==> src/rtl/wallace_cpa_pipe.sv <==
// Two-stage carry-propagate adder that resolves the Wallace-tree sum/carry vectors.
// The low half is added in stage 1 and the high half in stage 2, with a valid/ready handshake on both sides.
module wallace_cpa_pipe #(
    parameter int DW = 16,
    parameter int TW = 4
) (
    input  logic          clk_i,
    input  logic          rst_ni,
    input  logic          valid_i,
    output logic          ready_o,
    input  logic [DW-1:0] sum_i,
    input  logic [DW-1:0] carry_i,
    input  logic [TW-1:0] tag_i,
    output logic          valid_o,
    input  logic          ready_i,
    output logic [DW-1:0] result_o,
    output logic          cout_o,
    output logic [TW-1:0] tag_o
);

    localparam int HALF = DW / 2;

    logic            r_s1Valid;
    logic [HALF-1:0] r_s1Lo;
    logic            r_s1Cin;
    logic [HALF-1:0] r_s1SumHi;
    logic [HALF-1:0] r_s1CarryHi;
    logic [TW-1:0]   r_s1Tag;

    logic            r_s2Valid;
    logic [DW-1:0]   r_s2Result;
    logic            r_s2Cout;
    logic [TW-1:0]   r_s2Tag;

    logic            w_s1En;
    logic            w_s2En;
    logic [HALF:0]   w_loSum;
    logic [HALF:0]   w_hiSum;

    // A stage may load when it is empty or when the stage after it is draining.
    assign w_s2En  = !r_s2Valid || ready_i;
    assign w_s1En  = !r_s1Valid || w_s2En;
    assign ready_o = w_s1En;

    assign w_loSum = {1'b0, sum_i[HALF-1:0]} + {1'b0, carry_i[HALF-1:0]};
    assign w_hiSum = {1'b0, r_s1SumHi} + {1'b0, r_s1CarryHi} + {{HALF{1'b0}}, r_s1Cin};

    // Data registers load on every enable; only the valid bits decide what is observable.
    always_ff @(posedge clk_i or negedge rst_ni) begin
        if (!rst_ni) begin
            r_s1Valid   <= 1'b0;
            r_s1Lo      <= '0;
            r_s1Cin     <= 1'b0;
            r_s1SumHi   <= '0;
            r_s1CarryHi <= '0;
            r_s1Tag     <= '0;
        end else if (w_s1En) begin
            r_s1Valid   <= valid_i;
            r_s1Lo      <= w_loSum[HALF-1:0];
            r_s1Cin     <= w_loSum[HALF];
            r_s1SumHi   <= sum_i[DW-1:HALF];
            r_s1CarryHi <= carry_i[DW-1:HALF];
            r_s1Tag     <= tag_i;
        end
    end

    always_ff @(posedge clk_i or negedge rst_ni) begin
        if (!rst_ni) begin
            r_s2Valid  <= 1'b0;
            r_s2Result <= '0;
            r_s2Cout   <= 1'b0;
            r_s2Tag    <= '0;
        end else if (w_s2En) begin
            r_s2Valid  <= r_s1Valid;
            r_s2Result <= {w_hiSum[HALF-1:0], r_s1Lo};
            r_s2Cout   <= w_hiSum[HALF];
            r_s2Tag    <= r_s1Tag;
        end
    end

    assign valid_o  = r_s2Valid;
    assign result_o = r_s2Result;
    assign cout_o   = r_s2Cout;
    assign tag_o    = r_s2Tag;

endmodule

==> config.mk <==
export PLATFORM = sky130hd
export DESIGN_NAME = wallace_cpa_pipe
export DESIGN_NICKNAME = d
export VERILOG_FILES = /design/src/rtl/wallace_cpa_pipe.sv
export SDC_FILE = /design/constraint.sdc
export NUM_CORES = 1
export LEC_CHECK = 0
export ABC_CLOCK_PERIOD_IN_PS = 5600
export BUFFER_PORTS_ARGS = -buffer_cell sky130_fd_sc_hd__buf_2
export CAP_MARGIN = 25
export CORE_MARGIN = 10
export CORE_UTILIZATION = 40
export DETAILED_ROUTE_END_ITERATION = 7
export GPL_TIMING_DRIVEN = 1
export PLACE_DENSITY_LB_ADDON = 0.25
export SYNTH_ARGS = -nofsm -noshare
export SYNTH_HDL_FRONTEND = slang
export SYNTH_SLANG_ARGS = --single-unit
export TNS_END_PERCENT = 20
==> constraint.sdc <==
create_clock -name clk_i -period 5.6 [get_ports clk_i]
set_clock_uncertainty 0.1 [all_clocks]
set_input_delay 0.84 -clock clk_i [delete_from_list [all_inputs] [get_ports clk_i]]
set_output_delay 0.84 -clock clk_i [all_outputs]
set_load 0.03 [all_outputs]
==> results by stage <==
Outcome:
- The run finished with clean final reports.

Global routing:
- Entering global routing, the biggest net connects 53 pins.
- The first-pass GRT wire length is 10.4 mm.
- The initial antenna violation count is 0.
- The met3 capacity usage during global routing is 0.0408.
- For this run, the total global-route usage over all layers was measured as 0.123.
- The met2 usage is 0.192.
- The layer flagged by global routing as most heavily used is met2.
- The via count of the first global-routing pass is 2222.
- The total congestion overflow is 0.
- The fraction of met1 tracks used by global routing is 0.155.

Setup path:
- The critical path class is in2out.
- The worst setup path is captured at an output pin.
- The critical path goes through buf_2 > and3b_1 > buf_4 > inv_2 > buf_2.
- The cell class contributing the biggest share of worst-path delay is buffers and inverters.
- The critical path runs through a total of 5 cells.
- The startpoint of the most critical register-to-register path is r_s1Cin.
- The critical path capture point is ready_o.
- In this run the worst path has a maximum fanout of 40.
- Data on the critical path is required at its endpoint by 4.66 ns.
- The start point of the critical path is ready_i.
- Setup slack on the worst reg-to-reg path comes out at 3.12 ns.
- STA classifies the critical path startpoint as an input pin.
- The dominant cell type by count on the critical path is sky130_fd_sc_hd__buf_2.
- In this run the critical register-to-register path is captured at cout_o.
- The peak per-stage delay on the critical path is 0.37 ns.
- Counting both buffers and inverters, the worst setup path holds a total of 4.
- The largest individual stage delay along the critical path comes from the cell sky130_fd_sc_hd__buf_4.
- The cell depth of the worst flop-to-flop path is 6.
- At the worst endpoint, the arrival time is 2.13 ns.

Route:
- The count of nets left with antenna violations once routing finished came out at 0.
- The wire length after detailed routing is 6.12 mm.
- The first-iteration detailed-routing DRC count is 68.
- The via total after detailed routing is 2154.
- The wire length per cell after detailed routing is 14.4 microns.
- The first-pass detailed-route iteration total is 4.
- Dividing the detail-routed via count by the number of cells gives 5.06.
- After detailed routing, the number of remaining DRC violations is 0.

Die:
- The core area is 6390 sq um.
- The floorplan step set the die height to 102 microns.
- 63 I/O pins were placed.
- The chip width is 102 microns.
- The area enclosed by the die boundary is 10300 sq um.
- The effective utilization at floorplan is 0.416.
- Row generation in the floorplan step produced 29 rows.

Timing:
- Dividing the final minimum period by the clock period gives 0.548.
- At the pin with the least slew margin, the transition time is 0.821 ns.
- The worst pin sits at a relative slew slack of 0.453.
- The max-slew violation total from the final report is 0.
- The setup-violating endpoint count in the final report is 0.
- After layout, the minimum clock period comes to 3.07 ns.
- The worst path meets setup with 2.53 ns of slack.
- The maximum achievable frequency is 0.326 GHz.
- Setup repair after global routing left no endpoint under its margin.
- The sum of negative setup slack is 0 ns.
- The final number of hold-violating endpoints is 0.

Place:
- The post-DP HPWL is 4.48 mm.
- The count of buffers inserted at the top-level ports is 62.
- OpenSTA, run right after detailed placement, puts the worst setup slack at 2.52 ns.
- Routability-driven placement finished with a final weighted congestion of 0.820.

Power and ir drop:
- In this run the static leakage power is 1.61 nW.
- The post-layout total power is 0.00108 W.
- Across the VDD grid, the largest voltage drop is 146 uV.
- Power spread over the standard cell area amounts to 342 nW/um^2.

Clock network:
- The cell sitting at the root of the clock tree is a sky130_fd_sc_hd__clkbuf_8.
- The clock net in this run drives a total of 52 sinks.
- The number of buffers on the longest clock path is 2.
- The TritonCTS clock tree is yes.
- The clock insertion delay at the later pin of the skew report is 0.31 ns.
- The total clock buffers created by CTS is 5.
- After clock tree synthesis, the clock-pin slew on the worst setup and hold paths is 0.10 ns.
- In this run the post-CTS setup repair buffer count came out at 0.
- Buffers inserted to repair hold after CTS numbered 0.
- The number of resized instances in the post-cts repair step is 0.
- The H-tree depth is 2.

Synthesis:
- When the netlist entered floorplanning its net count stood at 346.
- In this run, distinct cell masters in the synthesized netlist total 39.
- Synthesis handed over a netlist of 288 instances.
- A synthesized cell averages 9.23 sq um.
- The number of flops mapped to enable cells by yosys is 0.
- In this run, synthesis produced a sequential element count of 52.
- Summing every instance area after synthesis gives 2660 sq um.
- The share of the Yosys chip area taken by registers is 0.490.
- The Yosys warning count is 0.
- In the synthesized netlist the async set-or-reset flop fraction comes to 1.00.
- The dominant synthesized flop cell is sky130_fd_sc_hd__dfrtp_1.

Job:
- The max-capacitance violation count is 0.

Final layout:
- The antenna diode count is 0.
- Of the cells placed in the final design, the portion with a size suffix greater than 1 is 0.221.
- After the last flow step, the layout net total stands at 406.
- The layout-stage area growth over the synthesis result is 18.2%.

Hold path:
- The tightest min-delay check is of the reg2reg type.
- In this run the most critical hold path is launched from r_s1Valid.
==> per-layer routing <==
layer	wire length (microns)	share of wire
met5	0	0
met4	91	0.015
met3	445	0.073
met2	2690	0.44
met1	2880	0.47
==> stage by stage <==
| stage | instances | utilization | hold WS (ns) | instance area, sq um |
|---|---|---|---|---|
| floorplan | 288 | - | 0.327 | 2660 |
| global placement | 417 | 0.473 | 0.345 | 3020 |
| detailed placement | 418 | 0.475 | 0.349 | 3030 |
| CTS | 426 | 0.492 | 0.366 | 3140 |
| global route | 426 | 0.492 | 0.385 | 3140 |
| finish | 426 | 0.492 | 0.365 | 3140 |
==> cell usage in the layout (no fill, tap or decap), types with 6 or more instances in the layout <==
master / n
sky130_fd_sc_hd__a211oi_1: 8
sky130_fd_sc_hd__nor3b_1: 7
sky130_fd_sc_hd__o21ai_1: 6
sky130_fd_sc_hd__nor2_1: 6
sky130_fd_sc_hd__buf_2: 62
sky130_fd_sc_hd__ha_1: 15
sky130_fd_sc_hd__nand2_1: 119
sky130_fd_sc_hd__o21ai_0: 6
sky130_fd_sc_hd__dfrtp_1: 52
==> where the power goes <==
group | switching (W) | internal (W)
logic | 0.000218 | 0.000122
registers | 0.0000376 | 0.000441
clock network | 0.000124 | 0.000133
==> cells by family after synthesis <==
| kind of cell | share of synthesized area |
|---|---|
| adder cells (fa/ha/maj) | 0.0932 |
| AO/OA/AOI/OAI | 0.125 |
| buffers and inverters | 0.0264 |
| flip-flops | 0.490 |
| AND/OR/NAND/NOR | 0.248 |
| XOR/XNOR | 0.00659 |
| multiplexers | 0.0113 |
==> final cells by class <==
| cell class | count | area, sq um |
|---|---|---|
| tap | 77 | 96.3 |
| clock inverter | 2 | 35.0 |
| sequential | 52 | 1300 |
| inverter | 2 | 7.51 |
| clock buffer | 6 | 72.6 |
| multi-input combinational | 222 | 1290 |
| timing repair buffer | 65 | 340 |
| fill | 649 | 3240 |
==> cell usage after synthesis, types with 2 or more instances <==
cell,number,share of area
sky130_fd_sc_hd__fa_1,3,0.023
sky130_fd_sc_hd__or3_1,3,0.0071
sky130_fd_sc_hd__a21o_1,4,0.011
sky130_fd_sc_hd__nand2b_1,5,0.012
sky130_fd_sc_hd__o21ai_0,6,0.011
sky130_fd_sc_hd__nand2_1,119,0.17
sky130_fd_sc_hd__o31a_1,3,0.0099
sky130_fd_sc_hd__clkbuf_1,5,0.0071
sky130_fd_sc_hd__nor3b_1,7,0.020
sky130_fd_sc_hd__o31ai_1,4,0.011
sky130_fd_sc_hd__a211oi_2,2,0.0094
sky130_fd_sc_hd__o21ai_1,6,0.011
sky130_fd_sc_hd__buf_2,5,0.0094
sky130_fd_sc_hd__nand3_1,2,0.0038
sky130_fd_sc_hd__a211oi_1,8,0.023
sky130_fd_sc_hd__xnor2_1,2,0.0066
sky130_fd_sc_hd__nor2_1,6,0.0085
sky130_fd_sc_hd__dfrtp_1,52,0.49
sky130_fd_sc_hd__nor3_1,5,0.0094
sky130_fd_sc_hd__mux2i_1,3,0.011
sky130_fd_sc_hd__ha_1,15,0.071
sky130_fd_sc_hd__o21bai_1,3,0.0085
sky130_fd_sc_hd__o21a_1,2,0.0056
sky130_fd_sc_hd__a221oi_1,3,0.0099
==> flip-flops by register name, summed over array words and instances, names as in the netlist <==
| name | cells |
|---|---|
| tag_o | 4 |
| r_s1Valid | 1 |
| r_s1Cin | 1 |
| r_s1Lo | 8 |
| valid_o | 1 |
| r_s1SumHi | 8 |
| r_s1Tag | 4 |
| r_s1CarryHi | 8 |
| cout_o | 1 |
| result_o | 16 |
==> worst min path at each step <==
stage,to,slack [ns],depth (start not counted)
floorplan,valid_o,0.33,1
global placement,tag_o[1],0.34,2
detailed placement,valid_o,0.35,1
CTS,valid_o,0.37,1
global route,valid_o,0.38,1
finish,valid_o,0.36,1
(Power assumes the default switching activity.)
